<file path="config.mk">
export PLATFORM = sky130hd
export DESIGN_NAME = rgb565_gray_pipe_ise
export DESIGN_NICKNAME = d
export VERILOG_FILES = /design/src/rtl/rgb565_gray_pipe_ise_pkg.sv /design/src/rtl/rgb565_gray_pixel.sv /design/src/rtl/rgb565_gray_pipe_ise.sv
export SDC_FILE = /design/constraint.sdc
export NUM_CORES = 1
export LEC_CHECK = 0
export CAP_MARGIN = 40
export CORE_MARGIN = 2
export CORE_UTILIZATION = 35
export DETAILED_ROUTE_END_ITERATION = 10
export PLACE_DENSITY = 0.61
export SLEW_MARGIN = 0
export SYNTH_ARGS = -nofsm -noshare
export SYNTH_HDL_FRONTEND = slang
export SYNTH_SLANG_ARGS = --single-unit
</file>
<file path="constraint.sdc">
create_clock -name clock -period 3.2 [get_ports clock]
set_clock_uncertainty 0.05 [all_clocks]
set_input_delay 0.8 -clock clock [delete_from_list [all_inputs] [get_ports clock]]
set_output_delay 0.8 -clock clock [all_outputs]
set_load 0.01 [all_outputs]
</file>
<file path="src/rtl/rgb565_gray_pipe_ise_pkg.sv">
// rgb565_gray_pkg: shared encodings and constants for the RGB565 grayscale
// custom-instruction pipeline. Optional stats feature: GRAY_STATS_EN.
package rgb565_gray_pkg;

    // Conversion modes selected through the CONFIG opcode
    typedef enum logic [1:0] {
        MODE_BT601  = 2'd0,
        MODE_AVG    = 2'd1,
        MODE_GREEN  = 2'd2,
        MODE_THRESH = 2'd3
    } gray_mode_e;

    // Opcode offsets relative to customInstructionId
    localparam logic [7:0] OPC_CONVERT_OFS = 8'd0;
    localparam logic [7:0] OPC_CONFIG_OFS  = 8'd1;
    localparam logic [7:0] OPC_STATS_OFS   = 8'd2;

    // Decoded operation carried down the pipeline
    typedef enum logic [1:0] {
        OP_CONVERT = 2'd0,
        OP_CONFIG  = 2'd1,
        OP_STATS   = 2'd2
    } op_kind_e;

    // Luma weights (sum to 256) and the divide-by-3 approximation factor
    localparam logic [15:0] BT601_R    = 16'd77;
    localparam logic [15:0] BT601_G    = 16'd150;
    localparam logic [15:0] BT601_B    = 16'd29;
    localparam logic [15:0] AVG_FACTOR = 16'd85;

    localparam logic [7:0] THRESH_RST = 8'h80;

    // One pipeline slot: the gray word is computed at acceptance, so only the
    // STATS readback needs resolving at the final stage.
    typedef struct packed {
        logic        valid;
        op_kind_e    op;
        logic        clr;
        logic [31:0] data;
    } stage_t;

endpackage

</file>
<file path="src/rtl/rgb565_gray_pixel.sv">
// rgb565_gray_pixel: combinational RGB565 -> 8-bit gray for one pixel.
// Optional stats feature elsewhere: GRAY_STATS_EN (not used here).
module rgb565_gray_pixel
    import rgb565_gray_pkg::*;
(
    input  logic [15:0] pix_i,
    input  gray_mode_e  mode_i,
    input  logic [7:0]  thresh_i,
    output logic [7:0]  gray_o
);

    logic [7:0]  r8;
    logic [7:0]  g8;
    logic [7:0]  b8;
    logic [15:0] luma_sum;
    logic [9:0]  avg_sum;
    logic [15:0] avg_prod;
    logic [7:0]  luma;

    // Expand channels by replicating MSBs, then form luma and average
    always_comb begin
        r8       = {pix_i[15:11], pix_i[15:13]};
        g8       = {pix_i[10:5], pix_i[10:9]};
        b8       = {pix_i[4:0], pix_i[4:2]};
        luma_sum = BT601_R * {8'h00, r8} + BT601_G * {8'h00, g8} + BT601_B * {8'h00, b8};
        luma     = luma_sum[15:8];
        avg_sum  = {2'b00, r8} + {2'b00, g8} + {2'b00, b8};
        avg_prod = {6'd0, avg_sum} * AVG_FACTOR;
    end

    // Select the output according to the mode
    always_comb begin
        gray_o = luma;
        case (mode_i)
            MODE_BT601:  gray_o = luma;
            MODE_AVG:    gray_o = avg_prod[15:8];
            MODE_GREEN:  gray_o = g8;
            MODE_THRESH: gray_o = (luma >= thresh_i) ? 8'hFF : 8'h00;
            default:     gray_o = luma;
        endcase
    end

endmodule

</file>
<file path="src/rtl/rgb565_gray_pipe_ise.sv">
// rgb565_gray_pipe_ise: four-pixel RGB565 grayscale custom instruction with a
// fixed PIPE_DEPTH-cycle latency. Define GRAY_STATS_EN to build the gray-byte
// accumulator and STATS readback; without it STATS completes with result 0.
module rgb565_gray_pipe_ise
    import rgb565_gray_pkg::*;
#(
    parameter logic [7:0] customInstructionId = 8'd0,
    parameter int         PIPE_DEPTH          = 2
) (
    input  logic        clock,
    input  logic        reset_n,
    input  logic        start,
    input  logic [31:0] valueA,
    input  logic [31:0] valueB,
    input  logic [7:0]  iseId,
    output logic        done,
    output logic [31:0] result
);

    localparam logic [7:0] ID_CONVERT = customInstructionId + OPC_CONVERT_OFS;
    localparam logic [7:0] ID_CONFIG  = customInstructionId + OPC_CONFIG_OFS;
    localparam logic [7:0] ID_STATS   = customInstructionId + OPC_STATS_OFS;

    gray_mode_e  mode_q, mode_d;
    logic [7:0]  thresh_q, thresh_d;
    stage_t      stg_q [PIPE_DEPTH];
    stage_t      stg_d;
    stage_t      fin;
    logic        is_convert, is_config, is_stats;
    logic [7:0]  gray0, gray1, gray2, gray3;
    logic [31:0] result_c;

    // Opcode decode; unknown ids and idle cycles are ignored
    always_comb begin
        is_convert = start && (iseId == ID_CONVERT);
        is_config  = start && (iseId == ID_CONFIG);
        is_stats   = start && (iseId == ID_STATS);
    end

    // Pixels use the settings registered before this cycle, so a CONFIG only
    // affects ops accepted after it
    rgb565_gray_pixel u_pix0 (.pix_i(valueA[15:0]),  .mode_i(mode_q), .thresh_i(thresh_q), .gray_o(gray0));
    rgb565_gray_pixel u_pix1 (.pix_i(valueA[31:16]), .mode_i(mode_q), .thresh_i(thresh_q), .gray_o(gray1));
    rgb565_gray_pixel u_pix2 (.pix_i(valueB[15:0]),  .mode_i(mode_q), .thresh_i(thresh_q), .gray_o(gray2));
    rgb565_gray_pixel u_pix3 (.pix_i(valueB[31:16]), .mode_i(mode_q), .thresh_i(thresh_q), .gray_o(gray3));

    // Build the entry slot for the op accepted this cycle
    always_comb begin
        stg_d       = '0;
        stg_d.valid = is_convert || is_config || is_stats;
        stg_d.clr   = valueA[0];
        if (is_convert) begin
            stg_d.op   = OP_CONVERT;
            stg_d.data = {gray3, gray2, gray1, gray0};
        end else if (is_config) begin
            stg_d.op = OP_CONFIG;
        end else if (is_stats) begin
            stg_d.op = OP_STATS;
        end
    end

    // Next configuration from an accepted CONFIG
    always_comb begin
        mode_d   = mode_q;
        thresh_d = thresh_q;
        if (is_config) begin
            mode_d   = gray_mode_e'(valueA[1:0]);
            thresh_d = valueA[15:8];
        end
    end

    // Configuration registers
    always_ff @(posedge clock or negedge reset_n) begin
        if (!reset_n) begin
            mode_q   <= MODE_BT601;
            thresh_q <= THRESH_RST;
        end else begin
            mode_q   <= mode_d;
            thresh_q <= thresh_d;
        end
    end

    // Shift pipeline; reset drops every in-flight op
    always_ff @(posedge clock or negedge reset_n) begin
        if (!reset_n) begin
            for (int i = 0; i < PIPE_DEPTH; i++) stg_q[i] <= '0;
        end else begin
            stg_q[0] <= stg_d;
            for (int i = 1; i < PIPE_DEPTH; i++) stg_q[i] <= stg_q[i-1];
        end
    end

    assign fin = stg_q[PIPE_DEPTH-1];

`ifdef GRAY_STATS_EN
    logic [31:0] sum_q, sum_d;

    // Accumulate at the last stage so STATS sees exactly the earlier CONVERTs
    always_comb begin
        sum_d = sum_q;
        if (fin.valid && fin.op == OP_CONVERT)
            sum_d = sum_q + {24'd0, fin.data[7:0]} + {24'd0, fin.data[15:8]}
                          + {24'd0, fin.data[23:16]} + {24'd0, fin.data[31:24]};
        else if (fin.valid && fin.op == OP_STATS && fin.clr)
            sum_d = '0;
    end

    // Accumulator register
    always_ff @(posedge clock or negedge reset_n) begin
        if (!reset_n) sum_q <= '0;
        else          sum_q <= sum_d;
    end

    // Final-stage result: STATS reads the accumulator, others carry their data
    always_comb begin
        result_c = '0;
        if (fin.valid) result_c = (fin.op == OP_STATS) ? sum_q : fin.data;
    end
`else
    logic [2:0] unused_stats;
    assign unused_stats = {fin.op, fin.clr};

    // Final-stage result: CONFIG and STATS slots carry zero data
    always_comb begin
        result_c = '0;
        if (fin.valid) result_c = fin.data;
    end
`endif

    assign done   = fin.valid;
    assign result = result_c;

endmodule
</file>
After elaboration in Yosys (flattened, before gate mapping):

Index checks and enable logic that the tools add are counted.

* latch bits: 0
* output and inout port bits: 33
* memories kept: 0
* input port bits: 75
* register bits: 76
* memory bits (writable): 0
* bits in read-only memories: 0

* muxes and demuxes: 10
* order comparisons: 4
* $mul: 16
* eq/ne operators: 5
* shift operators: 0
* add/sub/neg operators: 16
* reductions and logical operators: 7
* div/mod/pow operators: 0
* bitwise gates (word level): 0

Operators with widths (count)
* 8-bit one-hot mux with 4 select lines: 4
* 7-bit by 8-bit multiplier with 15-bit output, first input constant: 8
* 15-bit by 16-bit adder with 16-bit output: 4
* 16-bit by 13-bit adder with 16-bit output: 4
* 10-bit by 7-bit multiplier with 16-bit output, second input constant: 4
* 32-bit two-way mux: 2
* 5-bit by 8-bit multiplier with 13-bit output, first input constant: 4
* 10-bit by 8-bit adder with 10-bit output: 4
* 8-bit by 8-bit adder with 9-bit output: 4
* 8-bit greater-or-equal comparator: 4
* 8-bit two-way mux: 4
* 8-bit by 1-bit == test with 1-bit output, second input constant: 1
* 8-bit by 2-bit == test with 1-bit output, second input constant: 1
* 8-bit zero test: 1
* 2-bit == test, second input constant: 2
* 1-bit logical AND: 3
* 2-bit by 1-bit == test with 1-bit output, second input constant: 1
* 2-bit zero test: 1
* 1-bit logical OR: 2

Depth between registers and ports, before layout:

Gate-level depths: netlist of run 1.

* word-level depth: 7
* gate-level depth with buffers: 33
* depth with buffers taken out: 33

Cells and area by module:

Synthesis of run 1 repeated with hierarchy kept, for this count alone.

* cell total of the unflattened synthesis: 2388
* area total of the unflattened synthesis: 22815.6 sq um

Modules (own cells, without submodules)
* rgb565_gray_pixel (u_pix0 ...): cells each 555, times used 2, area each 5058.6 sq um, sequential area each 0.0 sq um
* rgb565_gray_pixel (u_pix2): cells each 567, times used 1, area each 5127.4 sq um, sequential area each 0.0 sq um
* rgb565_gray_pixel (u_pix3): cells each 546, times used 1, area each 5032.3 sq um, sequential area each 0.0 sq um
* rgb565_gray_pipe_ise: cells each 165, times used 1, area each 2538.7 sq um, sequential area each 1903.1 sq um

Least setup slack after synthesis of run 1:

Ideal clock, no wire load.

* path type: input to register
* start point: input port valueB[7]
* end point: register stg_q[58] (netlist name)
* data arrival time: 7.718 ns
* setup time: 0.104 ns
* cell stages on the path: 28
* setup slack: -4.672 ns
* path buffers: 0
* required time: 3.046 ns
* cell sequence: ha_1 > ha_1 > inv_1 > fa_1 > fa_1 > inv_1 > ha_1 > xnor2_1 > fa_1 > fa_1 > inv_1 > fa_1 > fa_1 > inv_1 > ha_1 > a21o_1 > a31o_2 > a21oi_1 > a21oi_1 > a2111oi_1 > xnor3_1 > inv_1 > ha_1 > o211ai_1 > o21ai_0 > a21oi_1 > or2_2 > a221oi_1

RTL lines
* start, declared: RTL line rgb565_gray_pipe_ise.sv:14 `input logic [31:0] valueB,`
* end, declared: RTL line rgb565_gray_pipe_ise.sv:26 `stage_t stg_q [PIPE_DEPTH];`

==> results.ini, run 1 <==
[floorplanning]
die_area_um2=67200
core-area_um2=64500
boundaryPins=108
rows=93
die_w_um=259
initial_core_util_pct=35.4
die_h_um=259

[flow_run]
timing.max_cap.violations=0

[routing]
drtIter0Drc=652
drtAntennaViolNets=0
drt-vias-per-instance=4.86
wl_per_cell_um=15.7
routed_wl_mm=61.9
drc_errors=0
via_count=19200
first_pass_iters=5

[place]
port_buffers=107
dp_slack_ps=-5070
gp_congestion=0.915
placed_cell_area_um2=29300
dp_hpwl_mm=52.8

[logic_synthesis]
synth-edff-count=0
ys_seq_area_share_pct=8.35
async_flop_share_pct=100
syn_nets=3371
yosys-top-cells-area=ha_1 31%, fa_1 24%, inv_1 9.0%
syn_inst=2452
synth_top_cell_by_area=ha_1
avgSynthCellArea_um2=9.30
syn_area_um2=22800
synth-main-ff-cell=dfrtp_1
ys_types=74
synth_seq_cells=76
yosys.area.top_type_share_pct=31.4
yosysWarnings=0

[critical_path]
start_kind=input pin
worstPathArrival_ps=7640
cp_max_fo=3
end_kind=flop
crit_required_ps=3380
timing.critical_path.from=valueA[6]
cpMostUsedCell=ha_4
cp.depth=32
path_class=input pin to flop
critPathMaxStageDelay_ps=510
r2r_end=stg_q[43]
worstRegToRegCells=8
path_buf_inv=5
cp_top_family=adder cells
timing.rr.start=thresh_q[5]
r2r_setup_slack_ps=550
crit_path_top_delay_cell=fa_1

[layout]
synthToLayoutAreaGrowth_pct=36.1
register_area_um2=1900
multiInputGateArea_um2=20500
layout-drive-gt1-share_pct=27.2
final.fill_count=5954
nNetsFinal=4006
design_area_um2=31000

[sta]
whs_ps=294
report.final.hold_viol_count=0
rsz0062_at_grt=yes
period_minus_slack_ps=7460
layout_setup_ws_ps=-4260
relSlewSlack_pct=48.6
tightestPinTransition_ps=772
slew_viol_final=0
setup_viol=32
maxClockFrequency_ghz=0.134
finalCritPeriodShare_pct=233

[cts]
clkSinkCount=76
clock-root-buffer=clkbuf_16
cts_max_path_buffers=2
clk_pin_slew_ps=70
clk_latency_ps=350
numCtsBuffers=9
hold_buffers=0
htree_levels=3
cts_tree=done

[hold_path]
holdPathEnd=fin[4]
hp-start=stg_q[40]
hp-class=flop to flop
min_delay_path_depth=0

[global_routing]
grt_max_degree=46
grt_pass1_vias=21200
grt_usage_pct=18.9
grt-ovfl-total=0
grt_pass1_wl_mm=104
antenna_found_initial=1

[outcome]
violations=negative setup slack
status=complete, but fails checks

[logic make-up after synthesis]
| family | Yosys count | share of synthesized area [%] |
|---|---|---|
| buffers and inverters | 567 | 9.34 |
| DFF | 76 | 8.35 |
| AOI/OAI and AO/OA | 389 | 11.8 |
| xor gates and xnor gates | 154 | 6.10 |
| and+or+nand+nor | 412 | 8.70 |
| adders and majority gates | 844 | 55.3 |
| muxes | 10 | 0.472 |
[registers in the layout, summed over array words and instances (netlist names)]
register	cells
done	1
fin	32
mode_q	2
stg_q	33
thresh_q	8
[worst max path at each step]
stage | slack, ps | end
floorplan | -4120 | stg_q[58]
global placement | -4910 | stg_q[58]
detailed placement | -5070 | stg_q[58]
CTS | -4350 | stg_q[62]
global route | -4510 | stg_q[43]
finish | -4260 | stg_q[43]
[placed cells by master (no fill, tap or decap), types with 13 or more instances in the layout]
cell and n:
a21oi_1 75, nand3_1 28, buf_4 519, o21bai_1 16
inv_2 28, a21o_1 38, and2_1 37, ha_1 500
ha_4 66, xor2_1 50, nor2_1 115, xnor2_1 86
a21oi_2 16, inv_1 519, nor3_1 48, a21oi_4 13
buf_6 26, fa_1 269, clkdlybuf4s50_1 82, o21a_1 26
o21ai_0 52, nand2_1 71, o41ai_1 13, nand2b_1 17
nor2b_1 14, dfrtp_1 75
[cells in the mapped netlist (26+ instances only)]
cell type	n
a21o_1	38
a21oi_1	104
and2_1	38
dfrtp_1	75
fa_1	272
ha_1	572
inv_1	546
nand2_1	75
nand3_1	34
nor2_1	125
nor3_1	53
o21a_1	26
o21ai_0	68
xnor2_1	96
xor2_1	55
[through the flow]
step / TNS [ps] / cells / util, %
after floorplan: -125980 / 2452 / -
after global placement: -154130 / 3895 / 45.5
after detailed placement: -157870 / 3895 / 45.5
after CTS: -131330 / 3934 / 47.1
after global routing: -138900 / 3947 / 48.1
final: -131590 / 3948 / 48.2
[what timing repair did]
action,4_1_cts,5_1_grt
setup endpoints to repair,32,32
gates resized for setup,211,100
setup buffers,23,13
pin swaps,129,95
[cell type report]
cell class | count | area share, %
timing repair buffer | 643 | 16.7
multi-input combinational | 1809 | 66.2
inverter | 548 | 6.63
clock buffer | 10 | 0.738
sequential | 76 | 6.13
tap | 855 | 3.45
clock inverter | 6 | 0.206
antenna | 1 | 0.00806
[metal layers]
| layer | global-route usage [%] | part of all wire (%) | vias up | wire length [um] |
|---|---|---|---|---|
| met5 | 0 | 0 | - | 0 |
| met4 | 3.83 | 2.0 | 0 | 1240 |
| met3 | 2.00 | 3.1 | 78 | 1940 |
| met2 | 35.1 | 52 | 281 | 31900 |
| met1 | 23.6 | 43 | 9429 | 26800 |
| li1 | - | - | 9383 | - |
Power of run 1 is left out: the tool's default activity adds up to more than one toggle a clock period on the data nets, which glitch-free logic cannot reach.
==> run 2, diff against run 1 <==
--- a/config.mk
+++ b/config.mk
@@ -7,9 +7,9 @@
 export LEC_CHECK = 0
 export CAP_MARGIN = 40
 export CORE_MARGIN = 2
-export CORE_UTILIZATION = 35
+export CORE_UTILIZATION = 40
 export DETAILED_ROUTE_END_ITERATION = 10
-export PLACE_DENSITY = 0.61
+export PLACE_DENSITY = 0.67
 export SLEW_MARGIN = 0
 export SYNTH_ARGS = -nofsm -noshare
 export SYNTH_HDL_FRONTEND = slang
==> run 2 against run 1 <==
  * The run still ends with negative setup slack left
  * Critical path depth stayed put
  * Sequential share of layout area about the same
  * Cell area increased by 0.21%
  * Hold slack improved by 4.2 ps
  * Non-clock buffer count is 39 higher
  * Flip-flop and latch count unchanged
  * Register-to-register slack gained 50 ps
  * Global-route usage up 2.8 points
  * First-iteration DRC count increased by 16%
  * Routed wire length up 1.8%
  * Count of clock-buffer cells in the layout is 1 higher
  * Largest cell class unchanged
==> results.ini, run 2 (synthesis results as in run 1) <==
[sta]
rsz0062_at_grt=yes
period_minus_slack_ps=7440
whs_ps=298
setup_viol=32
slew_viol_final=0
finalCritPeriodShare_pct=232
tns_ps=-129880
report.final.hold_viol_count=0
maxClockFrequency_ghz=0.134
tightestPinTransition_ps=719
layout_setup_ws_ps=-4240
relSlewSlack_pct=52.0

[layout]
antenna_cells=0
nNetsFinal=4045
layout_commonest_cell=buf_4
mostFrequentLayoutCells=564 x buf_4, 517 x inv_1, 497 x ha_1
layout-drive-gt1-share_pct=28.3
synthToLayoutAreaGrowth_pct=36.4
largest_register_ffs=33
regMostFlops=stg_q

[floorplanning]
die_w_um=243
boundaryPins=108
initial_core_util_pct=40.4
rows=87
die_h_um=243
die_area_um2=58900
core-area_um2=56400

[cts]
clkSinkCount=76
clk_latency_ps=350
hold_buffers=0
numCtsBuffers=9
htree_levels=3
cts_tree=done
clk_pin_slew_ps=60
clock-root-buffer=clkbuf_16
cts_max_path_buffers=2

[global_routing]
grt_pass1_vias=21600
grt_max_degree=40
grt_pass1_wl_mm=105
antenna_found_initial=0
grt-ovfl-total=0
grt_usage_pct=21.7

[routing]
drt-vias-per-instance=4.99
routed_wl_mm=63.0
drtIter0Drc=756
wl_per_cell_um=16.2
drc_errors=0
via_count=19400
drtAntennaViolNets=0
first_pass_iters=5

[critical_path]
path_buf_inv=5
r2r_end=stg_q[43]
path_class=input pin to flop
timing.critical_path.from=valueA[6]
cp-endpoint=stg_q[43]
timing.rr.start=thresh_q[5]
start_kind=input pin
worstRegToRegCells=8
worstPathArrival_ps=7620
crit_required_ps=3380
r2r_setup_slack_ps=600
cp_top_family=adder cells
crit_path_top_delay_cell=fa_1
cp.depth=32
cpMostUsedCell=ha_4
critPathMaxStageDelay_ps=530
cp_max_fo=3
end_kind=flop

[place]
port_buffers=107
gp_congestion=0.894
dp_hpwl_mm=53.9

[hold_path]
hp-start=stg_q[37]
hp-class=flop to flop
min_delay_path_depth=0

[outcome]
violations=negative setup slack
status=complete, but fails checks

[flow_run]
timing.max_cap.violations=0

## run 2: timing repair
| item | in CTS | in global routing |
|---|---|---|
| cloned | 0 | 0 |
| endpoints found under the setup margin | 32 | 32 |
| pin swaps | 111 | 68 |
| gates resized for setup | 229 | 67 |
| setup buffers | 53 | 10 |
## run 2: area by class of cell
| type | count | area, um^2 |
|---|---|---|
| multi-input combinational | 1809 | 20500 |
| timing repair buffer | 682 | 5450 |
| tap | 756 | 946 |
| sequential | 76 | 1900 |
| inverter | 548 | 2060 |
| clock inverter | 5 | 60.1 |
| fill | 4912 | 25300 |
| clock buffer | 11 | 243 |
## run 2: worst min path at each step
| stage | to | slack, ps |
|---|---|---|
| finish | fin[1] | 300 |
| CTS | fin[1] | 300 |
| floorplan | done | 280 |
| global placement | fin[3] | 280 |
| global route | fin[1] | 300 |
| detailed placement | fin[0] | 280 |
## run 2: routing by layer
layer  up-vias  track usage, %  wire length, um
met5         -               0                0
met4         0            4.96             1510
met3        99            2.40             2010
met2       307            41.0            33100
met1      9539            26.2            26300
li1       9460               -                -
## run 2: per-stage QoR
step                      setup WS [ps]  util [%]  area, um^2  std cells
after detailed placement          -5060      52.0       29300       3812
after floorplan                   -4120         -       23500       2452
final                             -4240      55.2       31100       3887
after CTS                         -4310      54.4       30700       3878
after global placement            -4930      52.0       29300       3812
after global routing              -4490      55.2       31100       3887
Power of run 2 is left out for the same reason.
==> run 3, diff against run 2 <==
--- a/config.mk
+++ b/config.mk
@@ -9,6 +9,7 @@
 export CORE_MARGIN = 2
 export CORE_UTILIZATION = 40
 export DETAILED_ROUTE_END_ITERATION = 10
+export GPL_TIMING_DRIVEN = 0
 export PLACE_DENSITY = 0.67
 export SLEW_MARGIN = 0
 export SYNTH_ARGS = -nofsm -noshare
==> run 3 against run 2 <==
  * The run still ends with negative setup slack left
  * Hold slack lost 11 ps
  * Flip-flop and latch count unchanged
  * Register-to-register slack better by 110 ps
  * Utilization shrank 6.3 points
  * Non-clock buffer count fell by 477
  * First-iteration DRC count fell by 5.4%
  * Critical path depth fell by 4
  * Via count shrank 9.0%
  * Die area unchanged
  * Maximum frequency decreased by 1.9%
  * Global-route usage is 1.7 points lower
  * Sequential share of layout area rose by 0.79 points
  * Critical path type unchanged
==> results.ini, run 3 (synthesis results as in run 1) <==
[flow_run]
timing.max_cap.violations=0

[layout]
nNetsFinal=3568
design_area_um2=27600
synthToLayoutAreaGrowth_pct=20.9
largest_register_ffs=33
mostFrequentLayoutCells=517 x inv_1, 514 x ha_1, 268 x fa_1
regMostFlops=stg_q
layout_commonest_cell=inv_1
final_util_pct=48.9
layout-drive-gt1-share_pct=14.1
antenna_cells=0
final.fill_count=5178

[critical_path]
crit_path_top_delay_cell=fa_1
crit_required_ps=3370
path_class=input pin to flop
path_buf_inv=5
critPathMaxStageDelay_ps=590
start_kind=input pin
cpMostUsedCell=fa_1
worstPathArrival_ps=7750
cp_top_family=adder cells
cp_max_fo=5
end_kind=flop

[global_routing]
antenna_found_initial=0
top_usage_layer=met2
use_met2_pct=35.6
use_met3_pct=2.87
grt_usage_pct=20.0
grt-ovfl-total=0
grt_pass1_vias=19300
grt_util_met1_pct=25.0
grt_max_degree=41
grt_pass1_wl_mm=95.7

[sta]
tightestPinTransition_ps=931
whs_ps=287
relSlewSlack_pct=37.7
finalCritPeriodShare_pct=237
layout_setup_ws_ps=-4380
setup_viol=32
slew_viol_final=0
rsz0062_at_grt=yes
report.final.hold_viol_count=0
period_minus_slack_ps=7580
maxClockFrequency_ghz=0.132

[place]
port_buffers=107
dp_hpwl_mm=47.5
dp_slack_ps=-5930
placed_cell_area_um2=25500
gp_congestion=0.877

[cts]
cts_tree=done
clk_pin_slew_ps=60
clock-root-buffer=clkbuf_16
htree_levels=3
numCtsBuffers=9
cts_max_path_buffers=2
clk_latency_ps=340
clkSinkCount=76

[floorplanning]
die_area_um2=58900
core-area_um2=56400
die_w_um=243
initial_core_util_pct=40.4
rows=87
die_h_um=243
boundaryPins=108

[routing]
first_pass_iters=5
drtIter0Drc=715
drc_errors=0
routed_wl_mm=58.0
wl_per_cell_um=17.0
drt-vias-per-instance=5.18
drtAntennaViolNets=0
via_count=17700

[outcome]
violations=negative setup slack
status=complete, but fails checks

[hold_path]
hp-class=flop to flop

[run 3: layout make-up]
class,instances,area [um^2],area share [%]
multi-input combinational,1809,20400,74.0
clock inverter,4,48.8,0.177
clock buffer,12,256,0.930
buffer,19,72.6,0.263
tap,756,946,3.43
timing repair buffer,186,1890,6.86
inverter,548,2060,7.46
sequential,76,1900,6.90
[run 3: worst paths after layout]
kind / slack [ps] / end / depth (start not counted) / from
worst max-delay path: -4380 / stg_q[43] / 28 / valueA[9]
worst min-delay path: 290 / fin[27] / 0 / stg_q[63]
worst max register to register: 710 / stg_q[63] / 6 / mode_q[1]
worst min register to register: 290 / fin[27] / 0 / stg_q[63]
max in group asynchronous: 2140 / fin[24] / 2 / reset_n
min in group asynchronous: 360 / stg_q[44] / 1 / reset_n
[run 3: timing repair]
action	in CTS	in global routing
hold buffers	0	0
pin swaps	93	77
gates resized for setup	313	63
setup buffers	60	17
setup endpoints to repair	32	32
[run 3: routing by layer]
layer | share of wire [%] | routed length (um) | up-vias
met5 | 0 | 0 | -
met3 | 4.0 | 2300 | 108
met2 | 50 | 28700 | 349
li1 | - | - | 8489
met1 | 43 | 25100 | 8714
met4 | 3.2 | 1850 | 0
[run 3: stage by stage]
stage,instances,setup TNS (ps)
after floorplan,2452,-125980
after global placement,3315,-266560
after detailed placement,3316,-177770
after CTS,3392,-132100
after global routing,3410,-140610
final,3410,-134390
Power of run 3 is left out for the same reason.
